### src/rtl/hamming_scrub_ctrl_pkg.sv
// Shared types and helpers for the Hamming SECDED scrub controller.
package hamming_scrub_ctrl_pkg;

  typedef enum logic [2:0] {
    IDLE,
    RD_REQ,
    RD_WAIT,
    CHECK,
    WR_REQ,
    ADVANCE,
    GAP
  } scrub_state_e;

  // Number of Hamming check bits r such that 2^r >= data_width + r + 1.
  function automatic int hamming_address_width(input int data_width);
    int r;
    r = 1;
    while ((1 << r) < (data_width + r + 1)) r = r + 1;
    return r;
  endfunction

endpackage

### src/rtl/hamming_decode.sv
// Combinational SECDED checker.
// Codeword layout: bit 0 is overall parity; bits 1..CODED_WIDTH-1 are Hamming
// positions with check bits at powers of two, so the syndrome is the index
// of a single flipped bit (0 when the overall parity bit itself flipped).
module hamming_decode
  import hamming_scrub_ctrl_pkg::*;
#(
  parameter int DATA_WIDTH = 32,
  localparam int PAR_W = hamming_address_width(DATA_WIDTH),
  localparam int CODED_WIDTH = DATA_WIDTH + PAR_W + 1
) (
  input  logic [CODED_WIDTH-1:0] code_i,
  output logic [1:0]             num_errors_o,
  output logic [PAR_W-1:0]       location_o
);

  logic [PAR_W-1:0] syndrome;
  logic             parity_odd;

  // Syndrome and overall parity, then classify as clean / single / double.
  always_comb begin
    // NOTE: every output gets a default before any branch so no latch is inferred.
    syndrome     = '0;
    num_errors_o = 2'd0;
    location_o   = '0;
    for (int i = 1; i < CODED_WIDTH; i++) begin
      if (code_i[i]) syndrome = syndrome ^ PAR_W'(i);
    end
    parity_odd = ^code_i;
    if (parity_odd) begin
      if (int'(syndrome) < CODED_WIDTH) begin
        num_errors_o = 2'd1;
        location_o   = syndrome;
      end else begin
        // Odd parity pointing outside the word is not a single-bit error.
        num_errors_o = 2'd2;
      end
    end else if (syndrome != '0) begin
      num_errors_o = 2'd2;
    end
  end

endmodule

### src/rtl/hamming_scrub_ctrl.sv
// Background ECC scrubber: walks every address, checks each codeword and
// counts correctable / uncorrectable errors.
// Build option HAMMING_SCRUB_WRITEBACK_EN: when defined, single-bit errors are
// written back corrected; when undefined the scrub is report-only (mem_we = 0).
module hamming_scrub_ctrl
  import hamming_scrub_ctrl_pkg::*;
#(
  parameter int DATA_WIDTH     = 32,
  parameter int DEPTH          = 256,
  parameter int SCRUB_INTERVAL = 1024,
  parameter int CNT_W          = 16,
  localparam int PAR_W         = hamming_address_width(DATA_WIDTH),
  localparam int CODED_WIDTH   = DATA_WIDTH + PAR_W + 1,
  localparam int MEM_AW        = $clog2(DEPTH)
) (
  input  logic                   clk,
  input  logic                   rst_n,
  input  logic                   start,
  input  logic                   periodic_en,
  input  logic                   clear_counts,
  output logic                   mem_req,
  output logic                   mem_we,
  output logic [MEM_AW-1:0]      mem_addr,
  output logic [CODED_WIDTH-1:0] mem_wdata,
  input  logic                   mem_gnt,
  input  logic                   mem_rvalid,
  input  logic [CODED_WIDTH-1:0] mem_rdata,
  output logic                   busy,
  output logic                   sweep_done,
  output logic                   err_pulse,
  output logic [CNT_W-1:0]       corr_count,
  output logic [CNT_W-1:0]       uncorr_count,
  output logic [MEM_AW-1:0]      last_err_addr
);

  localparam logic [MEM_AW-1:0] LAST_ADDR = MEM_AW'(DEPTH - 1);
  localparam int                TMR_W     = (SCRUB_INTERVAL > 1) ? $clog2(SCRUB_INTERVAL) : 1;
  localparam logic [TMR_W-1:0]  GAP_LOAD  = TMR_W'(SCRUB_INTERVAL - 1);

  scrub_state_e           state_q, state_d;
  logic [MEM_AW-1:0]      addr_q, addr_d;
  logic [CODED_WIDTH-1:0] word_q, word_d;
  logic [CODED_WIDTH-1:0] wdata_q, wdata_d;
  logic [TMR_W-1:0]       gap_q, gap_d;
  logic                   periodic_q, periodic_d;
  logic [CNT_W-1:0]       corr_q, corr_d;
  logic [CNT_W-1:0]       uncorr_q, uncorr_d;
  logic [MEM_AW-1:0]      last_err_q, last_err_d;
  logic                   corr_inc, uncorr_inc;

  logic [1:0]             dec_num_errors;
  logic [PAR_W-1:0]       dec_location;

  hamming_decode #(
    .DATA_WIDTH(DATA_WIDTH)
  ) u_decode (
    .code_i      (word_q),
    .num_errors_o(dec_num_errors),
    .location_o  (dec_location)
  );

  // Next-state logic for the FSM, address pointer, gap timer and counters.
  always_comb begin
    state_d    = state_q;
    addr_d     = addr_q;
    word_d     = word_q;
    wdata_d    = wdata_q;
    gap_d      = gap_q;
    periodic_d = periodic_q;
    corr_d     = corr_q;
    uncorr_d   = uncorr_q;
    last_err_d = last_err_q;
    corr_inc   = 1'b0;
    uncorr_inc = 1'b0;

    unique case (state_q)
      IDLE: begin
        // A one-shot sweep always covers the whole memory from address 0.
        if (start) begin
          state_d    = RD_REQ;
          periodic_d = 1'b0;
          addr_d     = '0;
        end else if (periodic_en) begin
          state_d    = RD_REQ;
          periodic_d = 1'b1;
        end
      end
      RD_REQ: begin
        if (mem_gnt) state_d = RD_WAIT;
      end
      RD_WAIT: begin
        if (mem_rvalid) begin
          word_d  = mem_rdata;
          state_d = CHECK;
        end
      end
      CHECK: begin
        state_d = ADVANCE;
        if (dec_num_errors != 2'd0) last_err_d = addr_q;
        if (dec_num_errors == 2'd1) begin
          wdata_d = word_q ^ (CODED_WIDTH'(1) << dec_location);
`ifdef HAMMING_SCRUB_WRITEBACK_EN
          state_d = WR_REQ;
`else
          corr_inc = 1'b1;
`endif
        end else if (dec_num_errors == 2'd2) begin
          uncorr_inc = 1'b1;
        end
      end
      WR_REQ: begin
        if (mem_gnt) begin
          corr_inc = 1'b1;
          state_d  = ADVANCE;
        end
      end
      ADVANCE: begin
        addr_d = (addr_q == LAST_ADDR) ? '0 : addr_q + MEM_AW'(1);
        if (periodic_q) begin
          state_d = periodic_en ? GAP : IDLE;
          gap_d   = GAP_LOAD;
        end else begin
          state_d = (addr_q == LAST_ADDR) ? IDLE : RD_REQ;
        end
      end
      GAP: begin
        if (!periodic_en)       state_d = IDLE;
        else if (gap_q == '0)   state_d = RD_REQ;
        else                    gap_d   = gap_q - TMR_W'(1);
      end
      default: state_d = IDLE;
    endcase

    // Clearing takes priority over an increment in the same cycle.
    if (clear_counts)               corr_d = '0;
    else if (corr_inc && ~&corr_q)  corr_d = corr_q + CNT_W'(1);
    if (clear_counts)                 uncorr_d = '0;
    else if (uncorr_inc && ~&uncorr_q) uncorr_d = uncorr_q + CNT_W'(1);
  end

  // State registers with asynchronous reset.
  always_ff @(posedge clk or negedge rst_n) begin
    // NOTE: sequential state uses non-blocking (<=) so all registers update together.
    if (!rst_n) begin
      state_q    <= IDLE;
      addr_q     <= '0;
      word_q     <= '0;
      wdata_q    <= '0;
      gap_q      <= '0;
      periodic_q <= 1'b0;
      corr_q     <= '0;
      uncorr_q   <= '0;
      last_err_q <= '0;
    end else begin
      state_q    <= state_d;
      addr_q     <= addr_d;
      word_q     <= word_d;
      wdata_q    <= wdata_d;
      gap_q      <= gap_d;
      periodic_q <= periodic_d;
      corr_q     <= corr_d;
      uncorr_q   <= uncorr_d;
      last_err_q <= last_err_d;
    end
  end

  // Outputs decode straight from registered state, so reset drops mem_req at once.
  assign mem_req = (state_q == RD_REQ) || (state_q == WR_REQ);
`ifdef HAMMING_SCRUB_WRITEBACK_EN
  assign mem_we  = (state_q == WR_REQ);
`else
  assign mem_we  = 1'b0;
`endif
  assign mem_addr      = addr_q;
  assign mem_wdata     = wdata_q;
  assign busy          = (state_q != IDLE) && (state_q != GAP);
  assign sweep_done    = (state_q == ADVANCE) && (addr_q == LAST_ADDR);
  assign err_pulse     = (state_q == CHECK) && (dec_num_errors == 2'd2);
  assign corr_count    = corr_q;
  assign uncorr_count  = uncorr_q;
  assign last_err_addr = last_err_q;

endmodule

### config.mk
export PLATFORM = sky130hd
export DESIGN_NAME = hamming_scrub_ctrl
export DESIGN_NICKNAME = d
export VERILOG_FILES = /design/src/rtl/hamming_scrub_ctrl_pkg.sv /design/src/rtl/hamming_decode.sv /design/src/rtl/hamming_scrub_ctrl.sv
export SDC_FILE = /design/constraint.sdc
export NUM_CORES = 1
export LEC_CHECK = 0
export CAP_MARGIN = 20
export CORE_MARGIN = 8
export CORE_UTILIZATION = 57
export CTS_CLUSTER_SIZE = 10
export DETAILED_ROUTE_END_ITERATION = 6
export PLACE_DENSITY_LB_ADDON = 0.15
export SETUP_SLACK_MARGIN = 0.15
export SLEW_MARGIN = 10
export SYNTH_ARGS = -nofsm -noshare
export SYNTH_HDL_FRONTEND = slang
export SYNTH_SLANG_ARGS = --single-unit
### constraint.sdc
create_clock -name clk -period 5.65 [get_ports clk]
set_input_delay 1.695 -clock clk [delete_from_list [all_inputs] [get_ports clk]]
set_output_delay 1.695 -clock clk [all_outputs]
set_load 0.005 [all_outputs]
==> flow_metrics.py, run 1 <==
metrics = {
    "placed_design": {
        "dp.cells": 1037,
        "io_buffers": 136,
        "gp_congestion": 0.951,
        "place_ws_ns": 0.890,
        "dp_hpwl_um": 14000,
    },
    "critical_path": {
        "cp_cell_sequence": "xor2_1 > xnor2_1 > xnor2_2 > nor4_2 > o21ai_1 > o22ai_4 > nor2_1 > clkdlybuf4s50_1",
        "start_kind": "flip-flop",
        "path_class": "reg2out",
        "cp_data_required_time_ns": 3.95,
        "worstPathArrival_ns": 3.56,
        "max_stage_delay_ns": 0.74,
        "crit_buf_inv": 1,
        "critPathMaxFanout": 13,
        "end_kind": "primary output",
        "cpMaxStageDelayCell": "o21ai_1",
        "cp_top_family": "XOR/XNOR gates",
    },
    "timing": {
        "rsz0062_at_grt": "no",
        "fin_ws_ns": 0.398,
        "slew_headroom_pct": 34.9,
        "setup_viol": 0,
        "fin_skew_ns": 0.0134,
        "timing_hold_violations_final": 0,
        "tns_ns": 0,
        "fmax_ghz": 0.190,
        "fin_crit_ns": 5.25,
        "post-route-period-util_pct": 93.0,
        "final-max-slew-violation-count": 0,
        "worst_pin_slew_ns": 0.977,
    },
    "grt": {
        "top_usage_layer": "met2",
        "grt_use_met2_pct": 37.1,
        "use_met1_pct": 28.8,
        "grt_overflow_total": 0,
        "grt_pass1_vias": 6222,
        "grt_pass1_wl_um": 32600,
        "grt_max_degree": 109,
        "antenna_found_initial": 0,
        "track_usage_pct": 23.0,
        "grtUsageMet3_pct": 6.48,
    },
    "finish": {
        "area.growth.synth_to_final_pct": 27.9,
        "drive_above_1_share_pct": 13.2,
        "multiInputGateArea_um2": 4010,
        "final_net_count": 930,
        "fill_cells": 983,
        "antenna_cells": 0,
        "utilization_pct": 74.4,
        "finalNonFillerCells": 1069,
        "seq_area_um2": 3500,
    },
    "floorplan": {
        "die-area_um2": 17400,
        "placeableCoreArea_um2": 13200,
        "fp-row-count": 42,
        "start_util_pct": 58.2,
        "boundaryPins": 138,
        "die_height_um": 132,
        "fp.dieW_um": 132,
    },
    "detailed_routing": {
        "drtAntennaViolNets": 0,
        "avgViaCountPerCell": 5.73,
        "drc": 0,
        "wl_per_cell_um": 18.4,
        "dr.pass1.iters": 4,
        "vias": 6125,
        "drtIter0Drc": 421,
        "routed_wl_um": 19700,
    },
    "synth": {
        "avgSynthCellArea_um2": 10.2,
        "synth_simple_gate_area_share_pct": 17.0,
        "synth_top_family_by_area": "simple AND/OR/NAND/NOR gates",
        "synth-seq-area-share_pct": 45.7,
        "synth-async-reset-ratio_pct": 100,
        "post-synth-top-area-cell": "dfrtp_1",
        "syn_nets": 799,
        "yosys.area_share.xor_xnor_pct": 16.5,
        "synth-edff-count": 0,
        "yosys_warnings": 0,
        "ys_types": 61,
        "synth_top_area_share_pct": 45.7,
        "netlist_top_cells_area": "dfrtp_1, xnor2_1, mux2_2",
        "synth_compound_area_share_pct": 9.49,
        "synthMuxAreaShare_pct": 8.61,
        "synth_area_um2": 7670,
        "ys.flop_type": "dfrtp_1",
        "syn_inst": 749,
        "synth-adder-area-share_pct": 0.652,
        "synth-seq-cells": 140,
    },
    "clock_tree": {
        "ctsHtreeMaxLevel": 4,
        "cts-root-buf": "clkbuf_16",
        "post_cts_buffers": 0,
        "cts_sinks": 140,
        "insertion_delay_ns": 0.42,
        "clk_pin_slew_worst_paths_ns": 0.06,
        "cts_hold_buf": 0,
        "cts_tree": "yes",
        "cts_inserted_buffers": 17,
        "clockBufferDepth": 2,
        "post_cts_resize_count": 0,
    },
    "job": {
        "max_cap_violations": 0,
    },
    "worst_hold_path": {
        "hold_class": "reg2reg",
    },
    "run_status": {
        "status": "finished clean",
    },
}
-- cell families (layout without fill, tap and decap cells) --
kind of cell             count (synthesis)  count (layout)
AO/OA/AOI/OAI                          117             117
XOR/XNOR                               132             132
adder cells (fa/ha/maj)                  4               4
buffers and inverters                   35             179
flip-flops                             140             140
multiplexers                            59              59
other                                    1               1
AND/OR/NAND/NOR                        261             261
-- final cells by class --
type,instances,share of cell area [%]
multi-input cells,574,40.9
flip-flops and latches,140,35.7
repair buffers,143,14.4
clock buffers,20,4.65
well taps,176,2.24
clock inverters,12,1.96
inverters,4,0.153
-- routing by layer --
metal  up-vias  part of all wire (%)
li1       2891                     -
met1      3010                    44
met2       193                    48
met3        31                   5.9
met4         0                   2.0
met5         -                     0
-- cell usage after synthesis, drive strengths merged, types with 5 or more instances --
library cell / instances
or3: 11
nor2: 47
buf: 13
dfrtp: 140
and3: 14
o41ai: 5
nand3: 27
o21ai: 62
nor4: 13
nor3b: 5
clkbuf: 18
a21oi: 24
nand2: 86
nor3: 20
xor2: 29
nand4: 6
xnor2: 99
mux2: 56
nor2b: 9
-- worst reg2reg max path, delay by kind of cell, from the launching register on --
| kind | cells | cell delay [ns] |
|---|---|---|
| and+or+nand+nor | 2 | 0.64 |
| muxes | 1 | 0.37 |
| DFF | 1 | 0.43 |
| AOI/OAI and AO/OA | 2 | 0.91 |
| xor gates and xnor gates | 3 | 0.95 |
| buffers and inverters | 2 | 0.69 |
-- layout by cell type, fill, tap and decap left out, types with 3 or more instances in the layout --
cell	count
a21oi_1	22
and3_1	14
and4_1	4
buf_4	7
bufinv_16	5
clkbuf_16	17
clkdlybuf4s50_1	135
clkinv_2	4
clkinvlp_4	3
dfrtp_1	140
ha_1	4
inv_1	4
mux2_2	56
mux2i_1	3
nand2_1	85
nand2b_1	3
nand3_1	27
nand4_1	6
nor2_1	47
nor2b_1	9
nor3_1	19
nor3b_1	5
nor4_1	11
o21a_1	3
o21ai_0	58
o21ai_1	3
o311ai_0	3
o31ai_1	4
o41ai_1	5
or2_2	3
or3_1	10
or4_1	4
xnor2_1	92
xnor2_2	7
xnor3_1	4
xor2_1	29
-- flip-flops by register name, indices dropped and copies added, names as in the netlist --
| signal | flops |
|---|---|
| corr_count | 16 |
| periodic_q | 1 |
| state_q | 3 |
| gap_q | 10 |
| uncorr_count | 16 |
| mem_addr | 8 |
| last_err_addr | 8 |
| word_q | 39 |
| mem_wdata | 39 |
-- metrics by stage --
step / hold WS (ns) / area, µm²
finish: 0.475 / 9820
CTS: 0.482 / 9820
global route: 0.513 / 9820
global placement: 0.464 / 9170
detailed placement: 0.469 / 9170
floorplan: 0.462 / 7670
-- worst paths after layout --
path / slack, ns / end / start / cells past startpoint
setup / recovery: 0.40 / err_pulse / word_q[30]$_DFFE_PN0P_ / 8
hold / removal: 0.48 / mem_wdata[29]$_DFFE_PN0N_ / mem_wdata[29]$_DFFE_PN0N_ / 2
setup reg to reg: 1.55 / mem_wdata[19]$_DFFE_PN0N_ / word_q[30]$_DFFE_PN0P_ / 10
hold reg to reg: 0.48 / mem_wdata[29]$_DFFE_PN0N_ / mem_wdata[29]$_DFFE_PN0N_ / 2
max in group asynchronous: 3.22 / word_q[1]$_DFFE_PN0P_ / rst_n / 2
min in group asynchronous: 1.38 / corr_count[11]$_DFFE_PN0P_ / rst_n / 1
Power of run 1 is left out: the tool's default activity adds up to more than one toggle a clock period on the data nets, which glitch-free logic cannot reach.
==> inputs of run 2 (changes only) <==
--- a/config.mk
+++ b/config.mk
@@ -5,7 +5,7 @@
 export SDC_FILE = /design/constraint.sdc
 export NUM_CORES = 1
 export LEC_CHECK = 0
-export CAP_MARGIN = 20
+export CAP_MARGIN = 30
 export CORE_MARGIN = 8
 export CORE_UTILIZATION = 57
 export CTS_CLUSTER_SIZE = 10
==> run 2 against run 1 <==
  * Non-clock buffer count up 2
  * Utilization up 0.42 points
  * Sequential share of layout area down 0.20 points
  * Maximum frequency down 0.36%
  * Clock-buffer cell count unchanged
  * Critical path type unchanged
  * Critical endpoint unchanged
  * Highest routed layer unchanged
==> flow_metrics.py, run 2 (synthesis results as in run 1) <==
metrics = {
    "timing": {
        "worst_pin_slew_ns": 0.942,
        "final-max-slew-violation-count": 0,
        "setup_viol": 0,
        "slew_headroom_pct": 36.5,
        "fin_crit_ns": 5.27,
        "tns_ns": 0,
        "timing_hold_violations_final": 0,
        "rsz0062_at_grt": "no",
        "post-route-period-util_pct": 93.3,
        "fin_skew_ns": 0.0119,
        "fmax_ghz": 0.190,
    },
    "grt": {
        "grt_use_met2_pct": 37.1,
        "track_usage_pct": 23.0,
        "grtUsageMet3_pct": 6.48,
        "grt_max_degree": 109,
        "grt_overflow_total": 0,
        "top_usage_layer": "met2",
        "use_met1_pct": 28.8,
        "grt_pass1_wl_um": 32600,
        "grt_pass1_vias": 6222,
        "antenna_found_initial": 0,
    },
    "floorplan": {
        "fp-row-count": 42,
        "boundaryPins": 138,
        "die-area_um2": 17400,
        "placeableCoreArea_um2": 13200,
        "fp.dieW_um": 132,
        "die_height_um": 132,
        "start_util_pct": 58.2,
    },
    "run_status": {
        "status": "finished clean",
    },
    "finish": {
        "area.growth.synth_to_final_pct": 28.6,
        "finalNonFillerCells": 1071,
        "layout_commonest_cell": "dfrtp_1",
        "utilization_pct": 74.8,
        "mostFrequentLayoutCells": "dfrtp_1, clkdlybuf4s50_1, xnor2_1",
        "fill_cells": 977,
        "final_net_count": 932,
        "drive_above_1_share_pct": 13.4,
        "antenna_cells": 0,
    },
    "detailed_routing": {
        "avgViaCountPerCell": 5.73,
        "vias": 6141,
        "dr.pass1.iters": 5,
        "drtAntennaViolNets": 0,
        "drtIter0Drc": 397,
        "routed_wl_um": 19800,
        "drc": 0,
        "wl_per_cell_um": 18.5,
    },
    "critical_path": {
        "worstPathArrival_ns": 3.58,
        "end_kind": "primary output",
        "start_kind": "flip-flop",
        "cp_data_required_time_ns": 3.95,
        "cpMaxStageDelayCell": "o21ai_1",
        "path_class": "reg2out",
        "critPathMaxFanout": 13,
        "cp_top_family": "XOR/XNOR gates",
        "cp_cell_sequence": "xor2_1 > xnor2_1 > xnor2_2 > nor4_2 > o21ai_1 > o22ai_4 > nor2_1 > clkdlybuf4s50_1",
        "max_stage_delay_ns": 0.75,
        "crit_buf_inv": 1,
    },
    "clock_tree": {
        "cts_sinks": 140,
        "clockBufferDepth": 2,
        "cts_tree": "yes",
        "insertion_delay_ns": 0.42,
        "post_cts_resize_count": 0,
        "cts_hold_buf": 0,
        "clk_pin_slew_worst_paths_ns": 0.06,
        "ctsHtreeMaxLevel": 4,
        "cts-root-buf": "clkbuf_16",
        "post_cts_buffers": 0,
        "cts_inserted_buffers": 17,
    },
    "job": {
        "max_cap_violations": 0,
    },
    "worst_hold_path": {
        "hold_class": "reg2reg",
    },
    "placed_design": {
        "dp_hpwl_um": 14000,
        "io_buffers": 136,
        "gp_congestion": 0.951,
        "dp.cells": 1037,
    },
}
==> run 2: area by class of cell <==
cell class	instances	area, µm²	share of cell area [%]
clock buffer	20	457	4.63
clock inverter	12	193	1.95
inverter	4	15.0	0.152
multi-input combinational	574	4010	40.7
sequential	140	3500	35.5
tap	176	220	2.23
timing repair buffer	145	1470	14.9
==> run 2: path summary, 6_finish.rpt <==
check | slack [ns] | to | cells past startpoint | start
hold / removal | 0.48 | mem_wdata[29]$_DFFE_PN0N_ | 2 | mem_wdata[29]$_DFFE_PN0N_
max in group asynchronous | 3.41 | word_q[1]$_DFFE_PN0P_ | 3 | rst_n
setup reg to reg | 1.53 | mem_wdata[19]$_DFFE_PN0N_ | 10 | word_q[30]$_DFFE_PN0P_
hold reg to reg | 0.48 | mem_wdata[29]$_DFFE_PN0N_ | 2 | mem_wdata[29]$_DFFE_PN0N_
min in group asynchronous | 1.09 | corr_count[11]$_DFFE_PN0P_ | 1 | rst_n
setup / recovery | 0.38 | err_pulse | 8 | word_q[30]$_DFFE_PN0P_
==> run 2: per-layer routing <==
layer | vias up | wire, µm
li1 | 2891 | -
met1 | 3025 | 8510
met2 | 195 | 9650
met3 | 30 | 1260
met4 | 0 | 378
met5 | - | 0
==> run 2: metrics by stage <==
| step | hold slack (ns) | area [µm²] | setup WS, ns |
|---|---|---|---|
| floorplan | 0.462 | 7670 | 1.46 |
| finish | 0.476 | 9870 | 0.378 |
| CTS | 0.482 | 9820 | 0.408 |
| global placement | 0.464 | 9170 | 0.999 |
| global route | 0.513 | 9870 | 0.233 |
| detailed placement | 0.469 | 9170 | 0.890 |
==> run 2: tightest hold or removal path: stages, from the launching register on <==
cell	delay, ns
dfrtp_1	0.34
nand2_1	0.05
o21ai_0	0.06
Power of run 2 is left out for the same reason.
==> inputs of run 3 (changes only) <==
--- a/config.mk
+++ b/config.mk
@@ -11,8 +11,9 @@
 export CTS_CLUSTER_SIZE = 10
 export DETAILED_ROUTE_END_ITERATION = 6
 export PLACE_DENSITY_LB_ADDON = 0.15
-export SETUP_SLACK_MARGIN = 0.15
+export SETUP_SLACK_MARGIN = 0.2
 export SLEW_MARGIN = 10
 export SYNTH_ARGS = -nofsm -noshare
 export SYNTH_HDL_FRONTEND = slang
+export SYNTH_HIERARCHICAL = 1
 export SYNTH_SLANG_ARGS = --single-unit
==> run 3 against run 2 <==
  * Die area shrank 2.5%
  * Clock-buffer cell count is the same
  * Maximum frequency grew 0.54%
  * Design area is 1.9% lower
  * Via count shrank 4.0%
  * Worst setup slack gained 0.028 ns
  * First-iteration DRC count decreased by 7.3%
  * Clock skew shrank 0.0078 ns
  * Routed wire length down 4.2%
  * Synthesized cell count rose by 0.53%
  * Utilization rose by 1.2 points
  * Cell count stayed put
  * Critical endpoint unchanged
==> flow_metrics.py, run 3 <==
metrics = {
    "finish": {
        "fill_cells": 896,
        "final_net_count": 936,
        "seq_area_um2": 3500,
        "antenna_cells": 0,
        "multiInputGateArea_um2": 3870,
        "drive_above_1_share_pct": 12.5,
        "mostFrequentLayoutCells": "dfrtp_1, clkdlybuf4s50_1, nor2_1",
        "layout_commonest_cell": "dfrtp_1",
        "area.growth.synth_to_final_pct": 29.8,
    },
    "synth": {
        "synthMuxAreaShare_pct": 7.58,
        "synth_simple_gate_area_share_pct": 18.5,
        "synth_common_cells": "dfrtp_1, nor2_1, xnor2_1, nand2_1, a21oi_1",
        "syn_inst": 753,
        "synth_compound_area_share_pct": 7.47,
        "post-synth-top-area-cell": "dfrtp_1",
        "yosys_warnings": 6,
        "synth_top_family_by_area": "simple AND/OR/NAND/NOR gates",
        "ys_types": 53,
        "synth-seq-cells": 140,
        "synth_top_area_share_pct": 47.0,
        "yosysMostFrequentCell": "dfrtp_1",
        "synth-adder-area-share_pct": 0.671,
        "synth-async-reset-ratio_pct": 100,
        "ys.flop_type": "dfrtp_1",
        "synth_area_um2": 7460,
        "avgSynthCellArea_um2": 9.90,
        "netlist_top_cells_area": "dfrtp_1, xnor2_1, mux2_2",
        "synth-seq-area-share_pct": 47.0,
        "synth-edff-count": 0,
        "yosys.area_share.xor_xnor_pct": 16.5,
        "syn_nets": 803,
    },
    "critical_path": {
        "critPathMaxFanout": 10,
        "end_kind": "primary output",
        "cp_data_required_time_ns": 3.95,
        "reg2reg_to": "mem_wdata[28]$_DFFE_PN0N_",
        "r2r-start": "word_q[29]$_DFFE_PN0P_",
        "path_class": "reg2out",
        "cp_top_family": "simple AND/OR/NAND/NOR gates",
        "cp_cell_sequence": "xor2_1 > xnor2_2 > xnor2_2 > or2_0 > o21ai_0 > and4_1 > nor2_1 > nand2b_1 > or2_4 > inv_1 > clkdlybuf4s50_1",
        "crit_path_frequent_cell": "xnor2_2",
        "worstPathArrival_ns": 3.55,
        "max_stage_delay_ns": 0.49,
        "rrSetupSlack_ns": 1.74,
        "rr_worst_depth": 12,
        "start_kind": "flip-flop",
        "crit_buf_inv": 2,
        "cpMaxStageDelayCell": "clkdlybuf4s50_1",
    },
    "timing": {
        "slew_headroom_pct": 48.3,
        "fin_crit_ns": 5.24,
        "worst_pin_slew_ns": 0.773,
        "setup_viol": 0,
        "fmax_ghz": 0.191,
        "fin_skew_ns": 0.00408,
        "final-max-slew-violation-count": 0,
        "timing_hold_violations_final": 0,
        "post-route-period-util_pct": 92.8,
        "rsz0062_at_grt": "no",
        "tns_ns": 0,
    },
    "clock_tree": {
        "clk_pin_slew_worst_paths_ns": 0.06,
        "cts_inserted_buffers": 17,
        "ctsHtreeMaxLevel": 4,
        "cts-root-buf": "clkbuf_16",
        "cts_tree": "yes",
        "post_cts_buffers": 0,
        "clockBufferDepth": 2,
        "cts_sinks": 140,
        "insertion_delay_ns": 0.42,
    },
    "grt": {
        "track_usage_pct": 23.4,
        "grt_pass1_vias": 6179,
        "antenna_found_initial": 1,
        "grt_pass1_wl_um": 31000,
        "grt_max_degree": 70,
        "grt_overflow_total": 0,
    },
    "detailed_routing": {
        "routed_wl_um": 19000,
        "avgViaCountPerCell": 5.50,
        "drtAntennaViolNets": 0,
        "vias": 5894,
        "drtIter0Drc": 368,
        "drc": 0,
        "wl_per_cell_um": 17.7,
        "dr.pass1.iters": 4,
    },
    "floorplan": {
        "boundaryPins": 138,
        "die_height_um": 130,
        "start_util_pct": 58.6,
        "fp.dieW_um": 130,
        "placeableCoreArea_um2": 12700,
        "die-area_um2": 17000,
        "fp-row-count": 41,
    },
    "job": {
        "max_cap_violations": 0,
    },
    "placed_design": {
        "gp_congestion": 0.927,
        "dp_hpwl_um": 13900,
        "io_buffers": 136,
    },
    "worst_hold_path": {
        "hold_class": "reg2reg",
        "worstHoldPathCells": 1,
        "min_to": "last_err_addr[1]$_DFFE_PN0P_",
        "hold_start": "last_err_addr[1]$_DFFE_PN0P_",
    },
    "run_status": {
        "status": "finished clean",
    },
}
-- run 3: cell types whose count changed after synthesis, sizes merged, moves of 15 or more --
cell	previous run	this run
xnor2	99	84
a21oi	24	56
nor2	47	93
xor2	29	49
o21ai	62	20
nand2	86	60
-- run 3: per-stage QoR --
stage                     utilization [%]  std cells  area [µm²]  worst slack, ns  hold WS [ns]
after floorplan                         -        753        7460             1.41         0.469
after global placement               70.6       1037        8990            0.796         0.486
after detailed placement             71.0       1039        9030            0.690         0.495
after CTS                            75.6       1071        9620            0.211         0.508
after global routing                 76.1       1071        9680            0.228         0.525
final                                76.1       1071        9680            0.407         0.506
-- run 3: repair_timing --
item	in CTS	in global routing
endpoints found under the setup margin	0	1
hold buffers	0	0
resized for setup	0	9
endpoints found under the hold margin	0	0
-- run 3: cell families (layout without fill, tap and decap cells) --
kind of cell,Yosys count,after routing
simple gates,282,282
flops,140,140
xor+xnor,136,136
compound gates,97,97
mux,50,50
buf+inv,43,189
fa+ha+maj,4,4
other cells,1,1
-- run 3: worst max path at each step --
stage / start / to / slack, ns / cells past startpoint
3_3_place_gp: word_q[29]$_DFFE_PN0P_ / err_pulse / 0.80 / 11
2_1_floorplan: word_q[29]$_DFFE_PN0P_ / err_pulse / 1.41 / 11
3_5_place_dp: word_q[29]$_DFFE_PN0P_ / err_pulse / 0.69 / 11
6_report: word_q[29]$_DFFE_PN0P_ / err_pulse / 0.41 / 11
4_1_cts: word_q[29]$_DFFE_PN0P_ / err_pulse / 0.21 / 11
5_1_grt: word_q[23]$_DFFE_PN0P_ / err_pulse / 0.23 / 11
-- run 3: routing by layer --
layer	GRT usage [%]	share of wire, %
met5	0	0.053
met4	9.45	2.2
met3	7.09	6.5
met2	40.4	52
met1	26.7	39
-- run 3: final cells by class --
cell class,instances,share of cell area (%)
inverters,12,0.465
clock buffers,20,4.82
multi-input cells,570,40.0
clock inverters,12,1.24
flip-flops and latches,140,36.2
repair buffers,145,15.1
well taps,172,2.22
-- run 3: worst register-to-register path, stage by stage, from the launching register on --
cell     delay [ns]
dfrtp_1        0.42
xor2_1         0.21
xnor2_2        0.31
xnor2_2        0.18
or2_0          0.27
o31a_1         0.32
mux2_4         0.30
nor3_1         0.49
nor2b_1        0.53
nand3_1        0.22
nor3_1         0.28
xnor2_1        0.16
a21oi_1        0.09
Power of run 3 is left out for the same reason.
